### src/rtl/memory_arbiter_pkg.sv
// Shared definitions for the memory arbiter and the cache blocks that talk to it.
// Latency: n/a (types and constants only).
// Backpressure: n/a.
package memory_arbiter_pkg;

  // Words moved per block transfer (power of two, 2..16).
  localparam int WORDS_PER_BLOCK = 4;

  typedef enum logic [1:0] {
    IDLE  = 2'd0,
    GRANT = 2'd1,
    XFER  = 2'd2,
    DONE  = 2'd3
  } arbState_t;

  // Which cache owns the memory port.
  typedef enum logic {
    INSTR = 1'b0,
    DATA  = 1'b1
  } owner_t;

endpackage

### src/rtl/block_word_counter.sv
// Word index within a block transfer, with wrap and a last-word flag.
// Latency: index updates on the clock edge after clear/advance.
// Backpressure: holds its value while advance is low (memory stalled).
// Ports: clk, reset (async active-low), clear (restart at word 0),
//        advance (current word completed), index (current word), last (index is final word).
module block_word_counter #(
  parameter  int WORDS = 4,
  localparam int IDX_W = $clog2(WORDS)
) (
  input  logic             clk,
  input  logic             reset,
  input  logic             clear,
  input  logic             advance,
  output logic [IDX_W-1:0] index,
  output logic             last
);

  assign last = (index == IDX_W'(WORDS - 1));

  always_ff @(posedge clk or negedge reset) begin
    if (!reset) begin
      index <= '0;
    end else if (clear) begin
      index <= '0;
    end else if (advance) begin
      index <= last ? '0 : index + 1'b1;
    end
  end

endmodule

### src/rtl/memory_arbiter.sv
// Round-robin arbiter giving the I-cache or D-cache ownership of one memory port for a block.
// Latency: WORDS_PER_BLOCK+2 cycles from grant to Done with memReady held high.
// Backpressure: memReady low freezes the current word; memory outputs stay stable, no timeout.
// Ports: iReq/iAddr/iGrant/iDone (I-cache refill), dReq/dWrite/dAddr/dWData/dGrant/dDone
//        (D-cache refill or write-back), wordIndex/rData/rValid (shared word return),
//        memReq/memWrite/memAddr/memWData/memReady/memRData (memory word interface).
module memory_arbiter #(
  parameter  int WORDS_PER_BLOCK = memory_arbiter_pkg::WORDS_PER_BLOCK,
  parameter  int ADDR_WIDTH      = 32,
  parameter  int DATA_WIDTH      = 32,
  localparam int IDX_W           = $clog2(WORDS_PER_BLOCK)
) (
  input  logic                  clk,
  input  logic                  reset,
  input  logic                  iReq,
  input  logic [ADDR_WIDTH-1:0] iAddr,
  output logic                  iGrant,
  input  logic                  dReq,
  input  logic                  dWrite,
  input  logic [ADDR_WIDTH-1:0] dAddr,
  input  logic [DATA_WIDTH-1:0] dWData,
  output logic                  dGrant,
  output logic [IDX_W-1:0]      wordIndex,
  output logic [DATA_WIDTH-1:0] rData,
  output logic                  rValid,
  output logic                  iDone,
  output logic                  dDone,
  output logic                  memReq,
  output logic                  memWrite,
  output logic [ADDR_WIDTH-1:0] memAddr,
  output logic [DATA_WIDTH-1:0] memWData,
  input  logic                  memReady,
  input  logic [DATA_WIDTH-1:0] memRData
);

  import memory_arbiter_pkg::*;

  // Byte offset bits inside a block: word index plus the 4-byte word offset.
  localparam int OFFSET_BITS = IDX_W + 2;
  localparam logic [ADDR_WIDTH-1:0] BASE_MASK =
    ~((ADDR_WIDTH'(1) << OFFSET_BITS) - ADDR_WIDTH'(1));

  arbState_t             state, nextState;
  owner_t                owner, nextOwner, lastOwner;
  logic [ADDR_WIDTH-1:0] base;
  logic                  dirWrite;
  logic                  wordDone;
  logic                  lastWord;

  block_word_counter #(.WORDS(WORDS_PER_BLOCK)) uWordCounter (
    .clk     (clk),
    .reset   (reset),
    .clear   (state == GRANT),
    .advance (wordDone),
    .index   (wordIndex),
    .last    (lastWord)
  );

  always_ff @(posedge clk or negedge reset) begin
    if (!reset) begin
      state <= IDLE;
    end else begin
      state <= nextState;
    end
  end

  always_comb begin
    nextState = state;
    nextOwner = owner;
    iGrant    = 1'b0;
    dGrant    = 1'b0;
    iDone     = 1'b0;
    dDone     = 1'b0;
    memReq    = 1'b0;
    memWrite  = 1'b0;
    memAddr   = '0;
    memWData  = '0;
    wordDone  = 1'b0;
    rValid    = 1'b0;
    rData     = '0;

    case (state)
      IDLE: begin
        // Requests are only looked at here; a tie goes to whoever was not served last.
        if (iReq && dReq) begin
          nextOwner = (lastOwner == INSTR) ? DATA : INSTR;
          nextState = GRANT;
        end else if (iReq) begin
          nextOwner = INSTR;
          nextState = GRANT;
        end else if (dReq) begin
          nextOwner = DATA;
          nextState = GRANT;
        end
      end
      GRANT: nextState = XFER;
      XFER: begin
        if (memReady && lastWord) begin
          nextState = DONE;
        end
      end
      DONE:    nextState = IDLE;
      default: nextState = IDLE;
    endcase

    if (state != IDLE) begin
      iGrant = (owner == INSTR);
      dGrant = (owner == DATA);
    end

    if (state == DONE) begin
      iDone = (owner == INSTR);
      dDone = (owner == DATA);
    end

    // Address and write data are pure functions of latched state and wordIndex,
    // so they cannot move while memReady is low.
    if (state == XFER) begin
      memReq   = 1'b1;
      memWrite = dirWrite;
      memAddr  = base + (ADDR_WIDTH'(wordIndex) << 2);
      memWData = dirWrite ? dWData : '0;
      wordDone = memReady;
      rValid   = memReady && !dirWrite;
      rData    = (memReady && !dirWrite) ? memRData : '0;
    end
  end

  always_ff @(posedge clk or negedge reset) begin
    if (!reset) begin
      owner     <= INSTR;
      lastOwner <= INSTR;
      base      <= '0;
      dirWrite  <= 1'b0;
    end else begin
      owner <= nextOwner;
      if (state == GRANT) begin
        // I-cache traffic is always a refill.
        base     <= ((owner == DATA) ? dAddr : iAddr) & BASE_MASK;
        dirWrite <= (owner == DATA) && dWrite;
      end
      if (state == DONE) begin
        lastOwner <= owner;
      end
    end
  end

endmodule

### config.mk
export PLATFORM = sky130hd
export DESIGN_NAME = memory_arbiter
export DESIGN_NICKNAME = d
export VERILOG_FILES = /design/src/rtl/memory_arbiter_pkg.sv /design/src/rtl/block_word_counter.sv /design/src/rtl/memory_arbiter.sv
export SDC_FILE = /design/constraint.sdc
export NUM_CORES = 1
export LEC_CHECK = 0
export BUFFER_PORTS_ARGS = -buffer_cell sky130_fd_sc_hd__buf_2
export CORE_AREA = 5 5 91 93
export CTS_CLUSTER_SIZE = 8
export DETAILED_ROUTE_END_ITERATION = 10
export DIE_AREA = 0 0 96 98
export GPL_TIMING_DRIVEN = 1
export HOLD_SLACK_MARGIN = 0.02
export PLACE_DENSITY = 0.82
export SYNTH_ARGS = -nofsm -noshare
export SYNTH_HDL_FRONTEND = slang
export SYNTH_SLANG_ARGS = --single-unit
### constraint.sdc
create_clock -name clk -period 1.6 [get_ports clk]
set_clock_uncertainty 0.05 [all_clocks]
set_input_delay 0.16 -clock clk [delete_from_list [all_inputs] [get_ports clk]]
set_output_delay 0.16 -clock clk [all_outputs]
set_load 0.01 [all_outputs]
==> run_results.csv <==
group,metric,value,unit
critical_path,slowest_delay,0.40,ns
critical_path,timing.rr.start,"state[0]",
critical_path,crit_cells,5,
route,postRouteAntennaNets,0,
grt,grt_pass1_vias,2798,
logic_synthesis,ys.flop_type,"dfrtp_1",
floorplanning,start_util,33.08,%
logic_synthesis,synth_edf_count,0,
clock_tree,clock-sinks,35,
critical_path,cpLargestDelayFamily,"simple AND/OR/NAND/NOR gates",
finish,synthToLayoutAreaGrowth,70.09,%
logic_synthesis,syn_area_per_cell,8.991,um^2
worst_hold_path,hp-class,"in -> reg",
finish,drive_gt1_share,59.88,%
finish,final_nets,640,
pwr,power_density,1610,mW/mm^2
outcome,outcome,"finished, violations left",
route,vias,2803,
critical_path,worst_setup_path_end_kind,"primary output",
logic_synthesis,synth_area_leaders,"dfrtp_1 (36%), mux2i_1 (12%), and2_1 (12%)",
critical_path,reg2reg_depth,5,
route,drt_iter0_markers,70,
critical_path,arrival,1.50,ns
clock_tree,clk_latency,0.28,ns
logic_synthesis,syn_inst,274,
clock_tree,clockRootBuffer,"clkbuf_8",
logic_synthesis,post_synth_num_cell_types,30,
logic_synthesis,synth-async-reset-ratio,100.0,%
floorplanning,die_w,96,um
logic_synthesis,ys_seq_area_share,35.55,%
sta,rsz0062_at_grt,"true",
worst_hold_path,hp-start,"dWrite",
sta,setup-violations-final,89,
floorplanning,core,0.007447,mm^2
floorplanning,dieArea,0.009408,mm^2
job,max_cap_viol_count,0,
critical_path,cp_num_buf_inv,2,
logic_synthesis,synth_top_area_cell,"dfrtp_1",
placed_design,gp_congestion,0.8138,
placed_design,dpl_cell_area,0.003649,mm^2
grt,grt_antenna_before_repair,0,
critical_path,critPathLaunchType,"register",
logic_synthesis,netlist_area,0.002464,mm^2
sta,period_needed,1.708,ns
critical_path,critPathRequiredTime,1.39,ns
finish,nFillCells,678,
sta,layout_setup_ws,-0.1084,ns
sta,final-hold-violation-count,0,
finish,antennaDiodeCount,0,
route,wl_per_cell,15.66,um
floorplanning,ios,239,
floorplanning,num_rows,32,
critical_path,worstSetupPathType,"reg -> out",
route,drt_wl_total,9443,um
floorplanning,die_height,98,um
grt,grt_overflow_total,0,
critical_path,cp-startpoint,"state[0]",
pwr,vdd_drop_max,0.9798,mV
clock_tree,clk_pin_slew,0.07,ns
grt,grt_use_total,18.95,%
route,drc_errors,0,
clock_tree,htree_levels,2,
sta,relSlewSlack,46.38,%
critical_path,critPathSlowestCell,"dfrtp_1",
critical_path,crit_chain,"inv_2 > ha_4 > and3_4 > and2_4 > buf_6",
finish,final_cells,603,
placed_design,hpwl,6973,um
logic_synthesis,ys_seq_elements,35,
clock_tree,cts.path.max_buffers,2,
clock_tree,cts_tree,"built",
outcome,violations,"negative setup slack",
logic_synthesis,synth_top_area_share,35.55,%
pwr,power.leakage,2.412,nW
finish,final_area,0.004190,mm^2
grt,grt_first_pass_wirelength,14010,um
sta,worst_pin_slew,0.8043,ns
worst_hold_path,holdPathStages,3,
pwr,power.total,6.746,mW
clock_tree,cts-buffers-inserted,5,
sta,max_freq,585.3,MHz
sta,drv_slew,0,
route,viasPerCell,4.648,
critical_path,cp_max_fo,8,
sta,timing.final.crit_share,106.8,%
route,first_pass_iters,4,
sta,tns,-4.972,ns
placed_design,port_buffers,228,
placed_design,dp.cells,586,
grt,grt_max_degree,61,
logic_synthesis,yosysWarningCount,0,
-- state kept, by name, indices dropped and copies added (netlist names) --
register	count
state	2
dirWrite	1
uWordCounter.index	2
owner	1
base	28
lastOwner	1
-- worst paths after layout --
kind / end / slack (ns)
max in group asynchronous: state[1] / 0.50
worst min-delay path: dirWrite / 0.08
worst max-delay path: rData[20] / -0.11
worst max register to register: state[1] / 0.09
min in group asynchronous: base[27] / 0.44
worst min register to register: base[21] / 0.47
-- layout by cell type, fill, tap and decap left out, drive strengths merged, types with 2 or more instances in the layout --
cell type	count
a21oi	30
and2	64
and3	37
buf	240
clkbuf	5
clkinv	2
conb	2
dfrtp	35
ha	6
inv	3
mux2	2
mux2i	29
nand2	4
nand3	2
nor2	32
nor2b	2
-- Yosys cell counts (2+ instances only) --
library cell,number
dfrtp_1,35
buf_4,2
nand3_1,2
inv_1,2
buf_8,2
a21oi_1,29
and2_1,46
clkbuf_1,14
and3_1,32
nand2_1,4
and2_4,17
buf_2,2
buf_6,5
nor2_1,32
mux2i_1,29
nor2b_1,2
ha_1,6
-- kinds of logic after synthesis --
group	Yosys count	synth area share (%)
AO/OA/AOI/OAI	34	7.770
adder cells (fa/ha/maj)	6	3.047
buffers and inverters	29	7.313
flip-flops	35	35.55
multiplexers	31	12.85
other	1	0.1522
AND/OR/NAND/NOR	138	33.32
-- metrics by stage --
| stage | hold WS (ns) | setup slack (ns) | utilization [%] |
|---|---|---|---|
| after global routing | 0.08933 | -0.1827 | 56.27 |
| after detailed placement | 0.2453 | 0.04593 | 48.99 |
| after CTS | 0.06684 | -0.1116 | 54.86 |
| after floorplan | -0.1856 | 0.006083 | - |
| final | 0.07633 | -0.1084 | 56.27 |
| after global placement | 0.2333 | 0.08885 | 48.99 |
-- final cells by class --
class | instances | area [um^2] | area share, %
clock buffer | 5 | 68.82 | 1.642
tap | 102 | 127.6 | 3.046
inverter | 3 | 11.26 | 0.2687
clock inverter | 3 | 43.79 | 1.045
sequential | 35 | 878.3 | 20.96
multi-input combinational | 214 | 1533 | 36.58
timing repair buffer | 241 | 1528 | 36.46
-- repair_timing --
item / in CTS / in global routing
endpoints found under the setup margin: 95 / 101
resized for setup: 53 / 21
pin swaps: 27 / 1
endpoints found under the hold margin: 35 / 0
cloned: 4 / 0
setup buffers: 3 / 2
hold buffers: 1 / 0
-- power breakdown --
group	internal [mW]	switching, mW
combinational	2.21	2.14
clock	0.464	0.331
sequential	1.33	0.266
total	4.01	2.74
-- tightest hold or removal path: cells and delay by family --
kind / cells / cell delay (ns)
AND/OR/NAND/NOR: 1 / 0.06
AO/OA/AOI/OAI: 1 / 0.07
buffers and inverters: 1 / 0.08
-- per-layer routing --
metal  GRT usage, %  up-vias  wire (um)
li1               -     1364          -
met1          20.44     1271       3257
met2          34.15      152       4895
met3          6.317       16       1101
met4          5.908        0        189
met5              0        -          0
No activity file was read; power rests on OpenSTA's default activity.
